--- config.mk ---
export PLATFORM = sky130hd
export DESIGN_NAME = lut_div_const_seq
export DESIGN_NICKNAME = d
export VERILOG_FILES = /design/src/rtl/lut_div_pkg.sv /design/src/rtl/lut_div_digit.sv /design/src/rtl/lut_div_const_seq.sv
export SDC_FILE = /design/constraint.sdc
export NUM_CORES = 1
export LEC_CHECK = 0
export CORE_MARGIN = 4
export CORE_UTILIZATION = 50
export DETAILED_ROUTE_END_ITERATION = 8
export MAX_ROUTING_LAYER = met4
export PLACE_DENSITY = 0.79
export SYNTH_ARGS = -nofsm -noshare
export SYNTH_HDL_FRONTEND = slang
export SYNTH_SLANG_ARGS = --single-unit
--- constraint.sdc ---
create_clock -name i_clk -period 3.36 [get_ports i_clk]
set_clock_uncertainty 0.05 [all_clocks]
set_input_delay 0.672 -clock i_clk [delete_from_list [all_inputs] [get_ports i_clk]]
set_output_delay 0.672 -clock i_clk [all_outputs]
set_load 0.01 [all_outputs]
--- src/rtl/lut_div_pkg.sv ---
// Shared types and elaboration-time helpers for the constant-divisor radix-4 divider.
package lut_div_pkg;

    typedef enum logic [1:0] {
        StIdle,
        StRun,
        StDone
    } state_e;

    localparam int unsigned DIV_W = 16;
    localparam int unsigned STEPS = 8;
    localparam int unsigned A_MIN = 1;
    localparam int unsigned A_MAX = 4095;

    // k*a reduced to the rw+2 bit width of the trial-remainder datapath
    function automatic int unsigned lut_multiple(input int unsigned a, input int unsigned k,
                                                 input int unsigned rw);
        return (a * k) % (32'd1 << (rw + 2));
    endfunction

endpackage

--- src/rtl/lut_div_digit.sv ---
// One radix-4 step: compare the trial remainder against 1A/2A/3A, pick the digit, subtract.
module lut_div_digit
    import lut_div_pkg::*;
#(
    parameter int unsigned RW = 12
) (
    input  logic [RW+1:0] i_t,
    input  logic [RW+1:0] i_m1,
    input  logic [RW+1:0] i_m2,
    input  logic [RW+1:0] i_m3,
    output logic [1:0]    o_q,
    output logic [RW-1:0] o_r
);

    logic [RW+1:0] w_sub;

    always_comb begin
        o_q   = 2'd0;
        w_sub = '0;
        if (i_t >= i_m3) begin
            o_q   = 2'd3;
            w_sub = i_m3;
        end else if (i_t >= i_m2) begin
            o_q   = 2'd2;
            w_sub = i_m2;
        end else if (i_t >= i_m1) begin
            o_q   = 2'd1;
            w_sub = i_m1;
        end
    end

    // t - q*A < A, so the top two bits of the difference are always zero
    assign o_r = RW'(i_t - w_sub);

endmodule

--- src/rtl/lut_div_const_seq.sv ---
// Sequential divider by a compile-time constant: one radix-4 quotient digit per cycle,
// valid/ready handshake on both sides, result held until accepted.
module lut_div_const_seq
    import lut_div_pkg::*;
#(
    parameter int unsigned A_const = 2,
    parameter int unsigned RW      = 12
) (
    input  logic             i_clk,
    input  logic             i_rst,
    input  logic             i_in_valid,
    output logic             o_in_ready,
    input  logic [DIV_W-1:0] i_dividend,
    output logic             o_out_valid,
    input  logic             i_out_ready,
    output logic [DIV_W-1:0] o_quotient,
    output logic [RW-1:0]    o_remainder
);

    if ((A_const < A_MIN) || (A_const > A_MAX)) begin : g_bad_a
        $error("lut_div_const_seq: A_const %0d outside 1..4095", A_const);
    end
    if ((RW < 1) || ((A_const - 1) >= (64'd1 << RW))) begin : g_bad_rw
        $error("lut_div_const_seq: RW %0d cannot hold A_const-1", RW);
    end

    localparam logic [RW+1:0] M1 = (RW + 2)'(lut_multiple(A_const, 1, RW));
    localparam logic [RW+1:0] M2 = (RW + 2)'(lut_multiple(A_const, 2, RW));
    localparam logic [RW+1:0] M3 = (RW + 2)'(lut_multiple(A_const, 3, RW));

    state_e           r_state;
    logic [DIV_W-1:0] r_d;
    logic [RW-1:0]    r_r;
    logic [DIV_W-1:0] r_q;
    logic [2:0]       r_cnt;
    logic             r_in_ready;
    logic             r_out_valid;

    logic [RW+1:0]    w_t;
    logic [1:0]       w_q;
    logic [RW-1:0]    w_r_next;

    assign w_t = {r_r, r_d[DIV_W-1:DIV_W-2]};

    lut_div_digit #(
        .RW (RW)
    ) u_digit (
        .i_t  (w_t),
        .i_m1 (M1),
        .i_m2 (M2),
        .i_m3 (M3),
        .o_q  (w_q),
        .o_r  (w_r_next)
    );

    always_ff @(posedge i_clk or posedge i_rst) begin
        if (i_rst) begin
            r_state     <= StIdle;
            r_d         <= '0;
            r_r         <= '0;
            r_q         <= '0;
            r_cnt       <= '0;
            r_in_ready  <= 1'b1;
            r_out_valid <= 1'b0;
        end else begin
            unique case (r_state)
                StIdle: begin
                    if (i_in_valid) begin
                        r_d        <= i_dividend;
                        r_r        <= '0;
                        r_q        <= '0;
                        r_cnt      <= '0;
                        r_in_ready <= 1'b0;
                        r_state    <= StRun;
                    end
                end
                StRun: begin
                    r_r   <= w_r_next;
                    r_d   <= {r_d[DIV_W-3:0], 2'b00};
                    r_q   <= {r_q[DIV_W-3:0], w_q};
                    r_cnt <= r_cnt + 3'd1;
                    if (r_cnt == 3'(STEPS - 1)) begin
                        r_out_valid <= 1'b1;
                        r_state     <= StDone;
                    end
                end
                StDone: begin
                    // Q and R are untouched here, so the result stays stable under backpressure
                    if (i_out_ready) begin
                        r_out_valid <= 1'b0;
                        r_in_ready  <= 1'b1;
                        r_state     <= StIdle;
                    end
                end
                default: begin
                    r_out_valid <= 1'b0;
                    r_in_ready  <= 1'b1;
                    r_state     <= StIdle;
                end
            endcase
        end
    end

    assign o_in_ready  = r_in_ready;
    assign o_out_valid = r_out_valid;
    assign o_quotient  = r_q;
    assign o_remainder = r_r;

endmodule

==> Word-level counts from Yosys, hierarchy flattened <==
Index checks and enable logic that the tools add are counted.
{ "totals": {"n_memories": 0, "mem_bits_ro": 0, "latchBits": 0, "mem_bits_rw": 0, "ff_bits": 51} }
{ "classes": {"div_mod_pow": 0, "magnitude_cmp": 3, "eq_ne": 6, "mul": 0, "shifts": 0, "bitwise_logic": 2, "mux": 24, "n_addsub": 2, "reduce_logical": 6} }
{ "op_table": {"columns": ["op", "count"], "rows": [
  ["$pmux 16 s2", 2],
  ["$mux 16", 2],
  ["$ge 14x3->1 const B", 2],
  ["$mux 12", 2],
  ["$pmux 12 s2", 1],
  ["$ge 14x2->1 const B", 1],
  ["$mux 2", 6],
  ["$sub 12x12->12", 1],
  ["$reduce_and 3->1", 3],
  ["$mux 3", 2],
  ["$ne 2x2->1 const B", 3],
  ["$pmux 1 s3", 2],
  ["$pmux 2 s3", 1],
  ["$pmux 3 s2", 1],
  ["$mux 1", 5],
  ["$add 3x1->3 const B", 1],
  ["$eq 3x3->1 const B", 1],
  ["$eq 2x1->1 const B", 1],
  ["$eq 2x2->1 const B", 1],
  ["$logic_not 2->1", 1],
  ["$not 1->1", 2],
  ["$reduce_and 2->1", 1],
  ["$reduce_bool 2->1", 1]
]} }

==> Longest topological paths before layout <==
{ "logic_depth": {"depth_word": 6, "mapped_depth": 10, "depth_no_buf": 10} }

==> Modules after synthesis <==
Synthesis repeated with hierarchy kept, for this count alone.
{ "hier_totals": {"cells_unflattened": 412, "hier_area_um2": 3827.4} }
{ "by_module_without_submodules": {"columns": ["module", "cells_per_inst", "n_inst", "seq_area_each_um2", "area_per_inst_um2"], "rows": [
  ["lut_div_const_seq", 173, 1, 1277.5, 2130.8],
  ["lut_div_digit", 239, 1, 0.0, 1696.6]
]} }

==> Worst setup path after synthesis <==
Ideal clock, no wire load.
{ "synth_path": {"path_kind": "register to register", "startpoint": "reg r_r[2] (netlist: o_remainder[2])", "endpoint": "reg r_r[10] (netlist: o_remainder[10])", "path_stages_with_launch": 9, "slack_ns": 0.916, "setup_ns": 0.126, "t_arrival_ns": 2.268, "n_path_buf": 0, "cell_sequence": "dfrtp_1 or3_4 nor3_1 and3_1 ha_1 nor2b_1 nor4b_4 a21oi_1 a311o_1"} }
{ "synth_via": {"elab_chain_len": 6, "word_cells_on_any_way": 8, "classes_between": "1 x add/sub; 3 x order compare; 4 x mux"} }
{ "synth_lines": {"columns": ["item", "line_no", "rtl"], "rows": [
  ["start: declaration", "lut_div_const_seq.sv:33", "logic [RW-1:0] r_r;"],
  ["start signal: assignment", "lut_div_const_seq.sv:78", "r_r <= w_r_next;"],
  ["$ge 14x2->1", "lut_div_digit.sv:26", "end else if (i_t >= i_m1) begin"],
  ["$mux 2", "lut_div_digit.sv:26", null],
  ["$mux 3", "lut_div_digit.sv:23", "end else if (i_t >= i_m2) begin"],
  ["$mux 12", "lut_div_digit.sv:20", "if (i_t >= i_m3) begin"],
  ["$sub 12x12->12 (*)", "lut_div_digit.sv:33", "assign o_r = RW'(i_t - w_sub);"],
  ["$pmux 12 s2 (*)", "lut_div_const_seq.sv:66", "unique case (r_state)"]
]} }
Every way passes the cells marked *; elsewhere a longest branch is shown, timed or not.
A chain may end at the register's enable or synchronous reset.

==> Final worst setup path <==
Same ends and word-level chain as after synthesis.

==> run summary <==
Run status = completed
Worst Tran Pin Value = 835 ps
Pre-antenna DRT Iters = 4
Cells after DPL = 311
Slew headroom = 0.443
Worst-path clk slew = 90 ps
Post-cts gate resize count = 0
Fillers = 369
Worst Path Buf+Inv = 0
Post-DP HPWL = 3460 um
Clock buffer depth = 2
Startpoint Class = flip-flop
Kind of critical path = reg2reg
DRT Wirelength = 5040 um
Post-layout instance area = 2980 sq um
Top FF cell, synth = dfrtp_1
Critical Path RT = 3500 ps
Tot GR Track Use = 0.183
Final setup viols = 0
Root Driver = clkbuf_8
Largest net degree at the start of global routing = 32
Seq cells post-synth = 51
Area growth from synthesis to layout = 27.6%
Gate count of the mapped netlist = 219
Die width = 76.3 um
First-pass GRT wire length = 8620 um
Clk sink count = 51
Fin crit period = 2590 ps
Max_cap viols = 0
Via/cell ratio = 5.79
Worst Path Arrival = 2720 ps
CTS Buf Count = 5
Die Height = 76.3 um
Synthesized Nets = 244
Cells along the critical path = or3_4, nor3_1, and3_1, ha_1, nor2b_1, nor4b_4, a21oi_1, a311o_1
Critical path launch point = o_remainder[2]$_DFFE_PP0P_
Yosys warning count = 0
VDD IR max = 0.339 mV
Asr flop ratio synth = 1.00
Worst-path fanout max = 6
Hold path start = r_d[12]$_DFFE_PP0P_
Effective utilization at floorplan = 0.525
Peak Freq = 387 MHz
FP Rows = 24
Slowest CP cell = dfrtp_1
Post-CTS setup buffers = 0
Synthesized area = 2330 sq um
R2r setup slk = 770 ps
PwrDens = 914 nW/um^2
Initial antenna violation count = 0
LEAKAGE = 1.29 nW
CTS tree = done
Area after DPL = 2880 sq um
Die area = 5820 sq um
Net count, final = 291
Post-synthesis cell type count = 32
Final hold viol count = 0
Skew-Pair Late Insertion Delay = 300 ps
Synthesized area per cell = 10.7 sq um
Routed Antenna Nets = 0
Final worst path period share = 0.770
Share of cells above drive strength 1 = 0.0787
Core footprint = 4440 sq um
DR iter-0 viols = 109
Slew Limit Fails = 0
RR Startpoint = o_remainder[2]$_DFFE_PP0P_
H-Tree Depth = 2
R2R depth = 8
Hold depth = 2
Number of synthesized flops with an enable pin = 0
Worst Setup Slack, final = 774 ps
# port buffers = 49
Drt wl/cell = 15.8 um
Worst slack, placed = 807 ps
Crit-path max cell delay = 450 ps
Placer Congestion = 0.864
Worst hold margin = 441 ps
Worst Hold Class = reg2reg
Cell Count, Final, Fillers Out = 319
Via count of the routed design = 1,846
Register area share after synthesis = 0.547
Worst Hold Path EP = r_d[12]$_DFFE_PP0P_
Vias in the first global route = 1,790
GRT Residual Overflow = 0
CP top delay family = simple AND/OR/NAND/NOR gates
CTS Hold Bufs = 0
Sum Neg Setup Slack = 0 ps
Diodes inserted = 0
RSZ-0062 raised after global routing = false
DR DRC count = 0
CP Capture Type = flip-flop
Worst R2R End = o_remainder[10]$_DFFE_PP0P_
Io pins = 50
-- placed cells by master, fill, tap and decap left out, types with 2 or more instances in the layout --
cell type / instances
dfrtp_1: 50
clkdlybuf4s50_1: 49
o21ai_0: 28
a22o_1: 20
a21oi_1: 17
nand2_1: 17
nor2b_1: 14
a22oi_1: 11
nor2_1: 6
clkbuf_8: 6
nor3_1: 5
buf_4: 5
xnor2_1: 4
ha_1: 4
and3b_1: 3
nor4_1: 3
xor2_1: 3
nand3_1: 2
inv_1: 2
-- worst register-to-register path, delay by kind of cell, from the launching register on --
family                   cells  cell delay [ps]
AND/OR/NAND/NOR              5             1360
flip-flops                   1              450
AO/OA/AOI/OAI                2              390
adder cells (fa/ha/maj)      1              250
-- where the power goes --
group          total (W)  switching, W  leakage, nW  internal, W
Clock           0.000376      0.000208       0.0474     0.000168
Combinational    0.00119      0.000527        0.603     0.000662
Sequential       0.00116      0.000276        0.635     0.000882
-- registers in the layout, indices dropped and copies added, names as in the netlist --
register and flops:
o_quotient 16, r_cnt 3, o_in_ready 1, r_d 16
o_remainder 12, r_state 2, o_out_valid 1
-- metal layers --
| layer | global-route usage | vias up | part of all wire | wire [um] |
|---|---|---|---|---|
| li1 | - | 890 | - | - |
| met1 | 0.244 | 899 | 0.46 | 2320 |
| met2 | 0.297 | 51 | 0.49 | 2460 |
| met3 | 0.0331 | 6 | 0.043 | 217 |
| met4 | 0.0380 | 0 | 0.0075 | 38 |
| met5 | - | - | 0 | 0 |
-- through the flow --
stage,total power [W],utilization
floorplan,0.00182,-
global placement,0.00233,0.648
detailed placement,0.00237,0.648
CTS,0.00275,0.670
global route,0.00292,0.670
finish,0.00272,0.670
-- Yosys cell counts (4+ instances only) --
library cell	count	share of area
a22oi_1	11	0.035
nor2_1	6	0.0097
dfrtp_1	50	0.54
ha_1	4	0.021
nor2b_1	15	0.040
a22o_1	20	0.075
o21ai_0	28	0.060
nand2_1	17	0.027
clkbuf_1	13	0.021
xnor2_1	4	0.015
a21oi_1	17	0.036
nor3_1	5	0.011
-- cells by family after synthesis --
kind of cell	share of synthesized area
XOR/XNOR	0.0263
AND/OR/NAND/NOR	0.138
buffers and inverters	0.0279
flip-flops	0.547
adder cells (fa/ha/maj)	0.0300
AO/OA/AOI/OAI	0.231
-- area by class of cell --
cell class,instances,area (sq um),share of cell area
multi-input combinational,151,997,0.335
sequential,51,1280,0.429
clock buffer,6,82.6,0.0277
clock inverter,2,16.3,0.00546
inverter,3,11.3,0.00378
timing repair buffer,54,528,0.177
tap,52,65.1,0.0218
-- worst max-delay path by stage --
stage / end / slack, ps / cells past startpoint
2_1_floorplan: o_remainder[10]$_DFFE_PP0P_ / 920 / 8
3_3_place_gp: o_remainder[10]$_DFFE_PP0P_ / 880 / 8
3_5_place_dp: o_remainder[10]$_DFFE_PP0P_ / 810 / 8
4_1_cts: o_remainder[10]$_DFFE_PP0P_ / 780 / 8
5_1_grt: o_remainder[11]$_DFFE_PP0P_ / 630 / 10
6_report: o_remainder[10]$_DFFE_PP0P_ / 770 / 8
No activity file was read; power rests on OpenSTA's default activity.
